**src/rtl/if_id_buffer_if.sv**
```systemverilog
// if_id_buffer_if: fetch-side and decode-side handshake bundle for the IF/ID queue.
interface if_id_buffer_if #(parameter int PTR_W = 1);
  logic             in_valid;
  logic             in_ready;
  logic [31:0]      in_instr;
  logic [31:0]      in_pc;
  logic             flush;
  logic             out_valid;
  logic             out_ready;
  logic [31:0]      out_instr;
  logic [31:0]      out_pc;
  logic [31:0]      out_pc8;
  logic             out_is_beq;
  logic             out_is_j;
  logic             out_is_jal;
  logic             out_is_jr;
  logic [PTR_W:0]   count;
  modport master (
    output in_valid, in_instr, in_pc, flush, out_ready,
    input  in_ready, out_valid, out_instr, out_pc, out_pc8,
           out_is_beq, out_is_j, out_is_jal, out_is_jr, count
  );
  modport slave (
    input  in_valid, in_instr, in_pc, flush, out_ready,
    output in_ready, out_valid, out_instr, out_pc, out_pc8,
           out_is_beq, out_is_j, out_is_jal, out_is_jr, count
  );
endinterface

```
**src/rtl/if_id_buffer.sv**
```systemverilog
// if_id_buffer: FWFT fetch-to-decode queue with flush and head predecode.
// Optional IFID_STALL_CNT_EN adds a stall_cycles counter port.
module if_id_buffer #(
  parameter int          DEPTH    = 2,
  parameter int          PTR_W    = 1,
  parameter logic [31:0] RESET_PC = 32'h0000_3000
) (
  input  logic         clk,
  input  logic         reset,
  if_id_buffer_if.slave bus
`ifdef IFID_STALL_CNT_EN
  ,
  output logic [31:0]  stall_cycles
`endif
);
  localparam logic [PTR_W:0] FULL = (PTR_W + 1)'(DEPTH);
  logic [PTR_W:0]   count_q, count_d;
  logic [PTR_W-1:0] wr_ptr_q, wr_ptr_d, rd_ptr_q, rd_ptr_d;
  logic [31:0]      instr_q [DEPTH];
  logic [31:0]      pc_q    [DEPTH];
  logic             push, pop;
  logic [31:0]      head;
  logic [5:0]       opcode;
  assign bus.in_ready  = count_q < FULL;
  assign bus.out_valid = count_q != '0;
  assign bus.count     = count_q;
  assign push = bus.in_valid && bus.in_ready;
  assign pop  = bus.out_valid && bus.out_ready;
  // Empty queue masks stale storage so decode sees a nop at RESET_PC.
  assign head           = bus.out_valid ? instr_q[rd_ptr_q] : 32'h0;
  assign opcode         = head[31:26];
  assign bus.out_instr  = head;
  assign bus.out_pc     = bus.out_valid ? pc_q[rd_ptr_q] : RESET_PC;
  assign bus.out_pc8    = bus.out_pc + 32'd8;
  assign bus.out_is_beq = bus.out_valid && opcode == 6'b000100;
  assign bus.out_is_j   = bus.out_valid && opcode == 6'b000010;
  assign bus.out_is_jal = bus.out_valid && opcode == 6'b000011;
  assign bus.out_is_jr  = bus.out_valid && opcode == 6'b000000 && head[5:0] == 6'b001000;
  always_comb begin
    count_d  = count_q;
    wr_ptr_d = wr_ptr_q;
    rd_ptr_d = rd_ptr_q;
    if (bus.flush) begin
      count_d  = '0;
      wr_ptr_d = '0;
      rd_ptr_d = '0;
    end else begin
      wr_ptr_d = push ? wr_ptr_q + PTR_W'(1) : wr_ptr_q;
      rd_ptr_d = pop ? rd_ptr_q + PTR_W'(1) : rd_ptr_q;
      count_d  = push && !pop ? count_q + 1'b1 :
                 pop && !push ? count_q - 1'b1 : count_q;
    end
  end
  always_ff @(posedge clk) begin
    if (!reset) begin
      count_q  <= '0;
      wr_ptr_q <= '0;
      rd_ptr_q <= '0;
    end else begin
      count_q  <= count_d;
      wr_ptr_q <= wr_ptr_d;
      rd_ptr_q <= rd_ptr_d;
    end
  end
  always_ff @(posedge clk) begin
    if (push && !bus.flush) begin
      instr_q[wr_ptr_q] <= bus.in_instr;
      pc_q[wr_ptr_q]    <= bus.in_pc;
    end
  end
`ifdef IFID_STALL_CNT_EN
  logic [31:0] stall_q, stall_d;
  assign stall_d      = bus.out_valid && !bus.out_ready && !bus.flush ? stall_q + 32'd1 : stall_q;
  assign stall_cycles = stall_q;
  always_ff @(posedge clk) begin
    if (!reset) stall_q <= '0;
    else stall_q <= stall_d;
  end
`endif
endmodule
```
**src/flat_wrapper.sv**
```systemverilog
// flat-port wrapper written by rule: the top's interface ports become plain ports
module if_id_buffer_flat 
#(
  parameter int          DEPTH    = 2,
  parameter int          PTR_W    = 1,
  parameter logic [31:0] RESET_PC = 32'h0000_3000
)
  (clk, reset, bus_in_valid, bus_in_instr, bus_in_pc, bus_flush, bus_out_ready, bus_in_ready, bus_out_valid, bus_out_instr, bus_out_pc, bus_out_pc8, bus_out_is_beq, bus_out_is_j, bus_out_is_jal, bus_out_is_jr, bus_count);
  if_id_buffer_if #(.PTR_W(PTR_W)) bus_i ();
  input  logic clk;
  input  logic reset;
  input wire logic [$bits(bus_i.in_valid)-1:0] bus_in_valid;
  input wire logic [$bits(bus_i.in_instr)-1:0] bus_in_instr;
  input wire logic [$bits(bus_i.in_pc)-1:0] bus_in_pc;
  input wire logic [$bits(bus_i.flush)-1:0] bus_flush;
  input wire logic [$bits(bus_i.out_ready)-1:0] bus_out_ready;
  output wire logic [$bits(bus_i.in_ready)-1:0] bus_in_ready;
  output wire logic [$bits(bus_i.out_valid)-1:0] bus_out_valid;
  output wire logic [$bits(bus_i.out_instr)-1:0] bus_out_instr;
  output wire logic [$bits(bus_i.out_pc)-1:0] bus_out_pc;
  output wire logic [$bits(bus_i.out_pc8)-1:0] bus_out_pc8;
  output wire logic [$bits(bus_i.out_is_beq)-1:0] bus_out_is_beq;
  output wire logic [$bits(bus_i.out_is_j)-1:0] bus_out_is_j;
  output wire logic [$bits(bus_i.out_is_jal)-1:0] bus_out_is_jal;
  output wire logic [$bits(bus_i.out_is_jr)-1:0] bus_out_is_jr;
  output wire logic [$bits(bus_i.count)-1:0] bus_count;
  assign bus_i.in_valid = bus_in_valid;
  assign bus_i.in_instr = bus_in_instr;
  assign bus_i.in_pc = bus_in_pc;
  assign bus_i.flush = bus_flush;
  assign bus_i.out_ready = bus_out_ready;
  assign bus_in_ready = bus_i.in_ready;
  assign bus_out_valid = bus_i.out_valid;
  assign bus_out_instr = bus_i.out_instr;
  assign bus_out_pc = bus_i.out_pc;
  assign bus_out_pc8 = bus_i.out_pc8;
  assign bus_out_is_beq = bus_i.out_is_beq;
  assign bus_out_is_j = bus_i.out_is_j;
  assign bus_out_is_jal = bus_i.out_is_jal;
  assign bus_out_is_jr = bus_i.out_is_jr;
  assign bus_count = bus_i.count;
  if_id_buffer #(.DEPTH(DEPTH), .PTR_W(PTR_W), .RESET_PC(RESET_PC)) u_core (.clk(clk), .reset(reset), .bus(bus_i));
endmodule
```
**config.mk**
```make
export PLATFORM = sky130hd
export DESIGN_NAME = if_id_buffer_flat
export DESIGN_NICKNAME = d
export VERILOG_FILES = /design/src/rtl/if_id_buffer_if.sv /design/src/rtl/if_id_buffer.sv /design/src/flat_wrapper.sv
export SDC_FILE = /design/constraint.sdc
export NUM_CORES = 1
export LEC_CHECK = 0
export ABC_AREA = 1
export CAP_MARGIN = 10
export CELL_PAD_IN_SITES_DETAIL_PLACEMENT = 1
export CELL_PAD_IN_SITES_GLOBAL_PLACEMENT = 1
export CORE_ASPECT_RATIO = 1.1
export CORE_MARGIN = 3
export CORE_UTILIZATION = 39
export DETAILED_ROUTE_END_ITERATION = 7
export PLACE_DENSITY_LB_ADDON = 0.15
export SLEW_MARGIN = 20
export SYNTH_ARGS = -nofsm -noshare
export SYNTH_HDL_FRONTEND = slang
export SYNTH_SLANG_ARGS = --single-unit
```
**constraint.sdc**
```tcl
create_clock -name clk -period 13 [get_ports clk]
set_clock_uncertainty 0.05 [all_clocks]
set_input_delay 2.6 -clock clk [delete_from_list [all_inputs] [get_ports clk]]
set_output_delay 2.6 -clock clk [all_outputs]
set_load 0.005 [all_outputs]
```
==> reports/results.txt <==
vias -> 4,955
WL met3 -> 1190 µm
postcts setup bufs -> 0
reg-to-reg endpoint -> u_core.bus.count[1]
slowest CP cell -> buf_4
final setup margin -> 6.85 ns
Synth area leaders -> edfxtp_1 62%, nand2_1 13%, nor2_1 3.2%, nand3_1 2.7%, inv_1 2.6%
Mapped Nets -> 692
First-pass DRT Iterations -> 4
PD cells -> 133 mW/mm²
share of cells above drive strength 1 -> 10.4%
Top Layer Used -> met5
die area -> 0.0175 mm²
hold_buf cts -> 0
Avg Inst Size Synth -> 10.0 µm²
fillers -> 1,669
final wirelength -> 17,700 µm
top cell type's share of synthesized area -> 61.8%
CP endpoint -> bus_out_pc8[30]
Initial Util -> 40.5%
R2R cell count -> 9
CP startpoint kind -> flop
Final Max Slew Viols -> 0
Static Leakage -> 3.33 nW
M1 WL -> 7260 µm
Syn-to-layout area delta -> 39.9%
RSZ-0062 raised after global routing -> false
Worst EP required -> 10.35 ns
CP endpoint kind -> output pin
routability cong. -> 0.834
post-synthesis cell count -> 621
IO buf count -> 172
Clock Tree Root -> clkbuf_16
synth cell count leaders -> 218 x nand2_1, 128 x edfxtp_1, 53 x nor2_1, 43 x inv_1, 34 x nand3_1
critical path class -> flop to output pin
ys async rst share -> 0%
total gr overflow -> 0
Max VDD drop -> 0.0825 mV
Final Hold Fails -> 0
Setup WS pre-CTS -> 7.26 ns
Max Buffers Root-to-Sink -> 2
Tcrit/Tclk final -> 47.3%
reg2reg setup slack -> 10.64 ns
CTS tree -> built
Placement Rows -> 47
pin slew with the least headroom to its limit -> 0.928 ns
count leader, synth -> nand2_1
largest net degree at the start of global routing -> 66
status -> finished clean
power consumption -> 1.16 mW
critical path data arrival time -> 3.50 ns
most frequent CP cell -> nand2_1
Num CTS Buffers -> 17
Worst-Skew Late Latency -> 0.40 ns
fmax -> 162 MHz
post-synth top area cell -> edfxtp_1
# DRC -> 0
number of global-route vias before repair -> 5,445
die height -> 138 µm
Post-synth EDFFs -> 128
critical path fanouts, max -> 65
Syn. warnings -> 0
ANT nets after route -> 0
H-tree depth -> 4
slowest stage delay, CP -> 0.54 ns
Hold Slack -> 0.440 ns
critical-path cell list -> buf_4 > inv_2 > buf_4 > nand2_1 > nand2_1 > nand3_1 > nor2_1 > nand2_1 > nor2_1 > nand3_1 > nand2_1 > clkdlybuf4s50_1
global-route wire length before repair -> 28,400 µm
reg-to-reg startpoint -> u_core.bus.count[0]
Ports -> 173
post-cts sizing count -> 0
Die X -> 126 µm
gr usage total -> 20.5%
Final min period -> 6.15 ns
Clk pin slew, worst setup/hold paths -> 0.06 ns
slew margin rel. -> 38.2%
worst hold path type -> flop to flop
Seq/Total Area, Yosys -> 63.4%
setup_tns -> 0 ns
DP HPWL -> 12,500 µm
# diodes -> 0
WL met2 -> 9050 µm
Vias/cell -> 4.95
flops & latches, synth -> 133
Sink Count -> 133
initial antenna violation count -> 1
Yosys cell types -> 30
Top FF cell, synth -> edfxtp_1
Setup-failing EPs final -> 0
Layout Nets -> 864
Mapped Area -> 0.00622 mm²
Core Area -> 0.0153 mm²
Max-cap violations -> 0
1st-iter DRT viols -> 239
WL per Instance -> 17.7 µm
-- final cells by class --
class	instances	area (µm²)	area share [%]
clock buffers	18	429	4.93
clock inverters	14	206	2.37
inverters	51	191	2.20
multi-input cells	412	1910	22.0
flip-flops and latches	133	3950	45.4
well taps	196	245	2.82
repair buffers	178	1770	20.3
-- where the power goes --
| part | internal (mW) | switching [mW] | total, mW | leakage, nW |
|---|---|---|---|---|
| clock | 0.339 | 0.174 | 0.513 | 0.310 |
| combinational | 0.0752 | 0.0763 | 0.152 | 1.81 |
| sequential | 0.486 | 0.00415 | 0.490 | 1.21 |
-- worst min path at each step --
stage,depth (start not counted),end,from
2_1_floorplan,2,flop,u_core.rd_ptr_q
3_5_place_dp,2,flop,u_core.rd_ptr_q
3_3_place_gp,2,flop,u_core.rd_ptr_q
6_report,2,flop,u_core.rd_ptr_q
5_1_grt,2,flop,u_core.rd_ptr_q
4_1_cts,2,flop,u_core.rd_ptr_q
-- state kept, by name (all words and copies together) (netlist names), named ones only --
name and flops:
u_core.bus.count 2, u_core.wr_ptr_q 1, u_core.instr_q 64, u_core.rd_ptr_q 1, u_core.pc_q 64
-- worst max-delay path, delay by kind of cell, from the launching register on --
| family | cells | cell delay (ns) |
|---|---|---|
| flops | 1 | 0.31 |
| simple gates | 8 | 1.12 |
| buf+inv | 4 | 1.60 |
-- metal layers --
layer | GRT usage, % | vias to the layer above
met5 | 0 | -
met3 | 5.90 | 15
met2 | 36.3 | 149
met4 | 5.36 | 2
li1 | - | 2378
met1 | 24.3 | 2411
-- per-stage QoR --
step / area (µm²) / util (%) / instances
6_report: 8700 / 56.7 / 1002
5_1_grt: 8700 / 56.7 / 1002
4_1_cts: 8700 / 56.7 / 1002
3_5_place_dp: 8060 / 52.5 / 970
3_3_place_gp: 8060 / 52.5 / 970
2_1_floorplan: 6220 / - / 621
-- kinds of logic (layout without fill, tap and decap cells) --
| logic type | after synthesis | in the layout | share of synthesized area, % |
|---|---|---|---|
| simple gates | 358 | 358 | 25.1 |
| buf+inv | 76 | 261 | 5.96 |
| xor+xnor | 14 | 14 | 1.97 |
| fa+ha+maj | 2 | 2 | 0.402 |
| compound gates | 38 | 38 | 3.14 |
| flops | 133 | 133 | 63.4 |
-- placed cells by master (no fill, tap or decap), types with 2 or more instances in the layout --
master,synthesis,routed
inv_6,0,2
inv_1,43,43
clkinv_2,0,3
dfxtp_1,5,4
nor2_4,2,2
clkinv_1,1,3
clkdlybuf4s50_1,0,172
o21ai_0,4,4
o211ai_1,2,2
nor3_1,9,7
xor2_1,14,14
nand3_2,8,8
nor2_2,12,12
or2_2,4,4
nor2_1,53,53
buf_4,6,6
nand2_4,2,2
nand2_1,218,218
a21oi_1,32,32
inv_2,7,7
or3_1,2,2
nand3_1,34,34
clkbuf_16,0,17
edfxtp_1,128,128
nor3_2,1,3
nand2_2,10,10
bufinv_16,0,5
ha_1,2,2
Note: power is estimated with default switching activity, not from simulation.
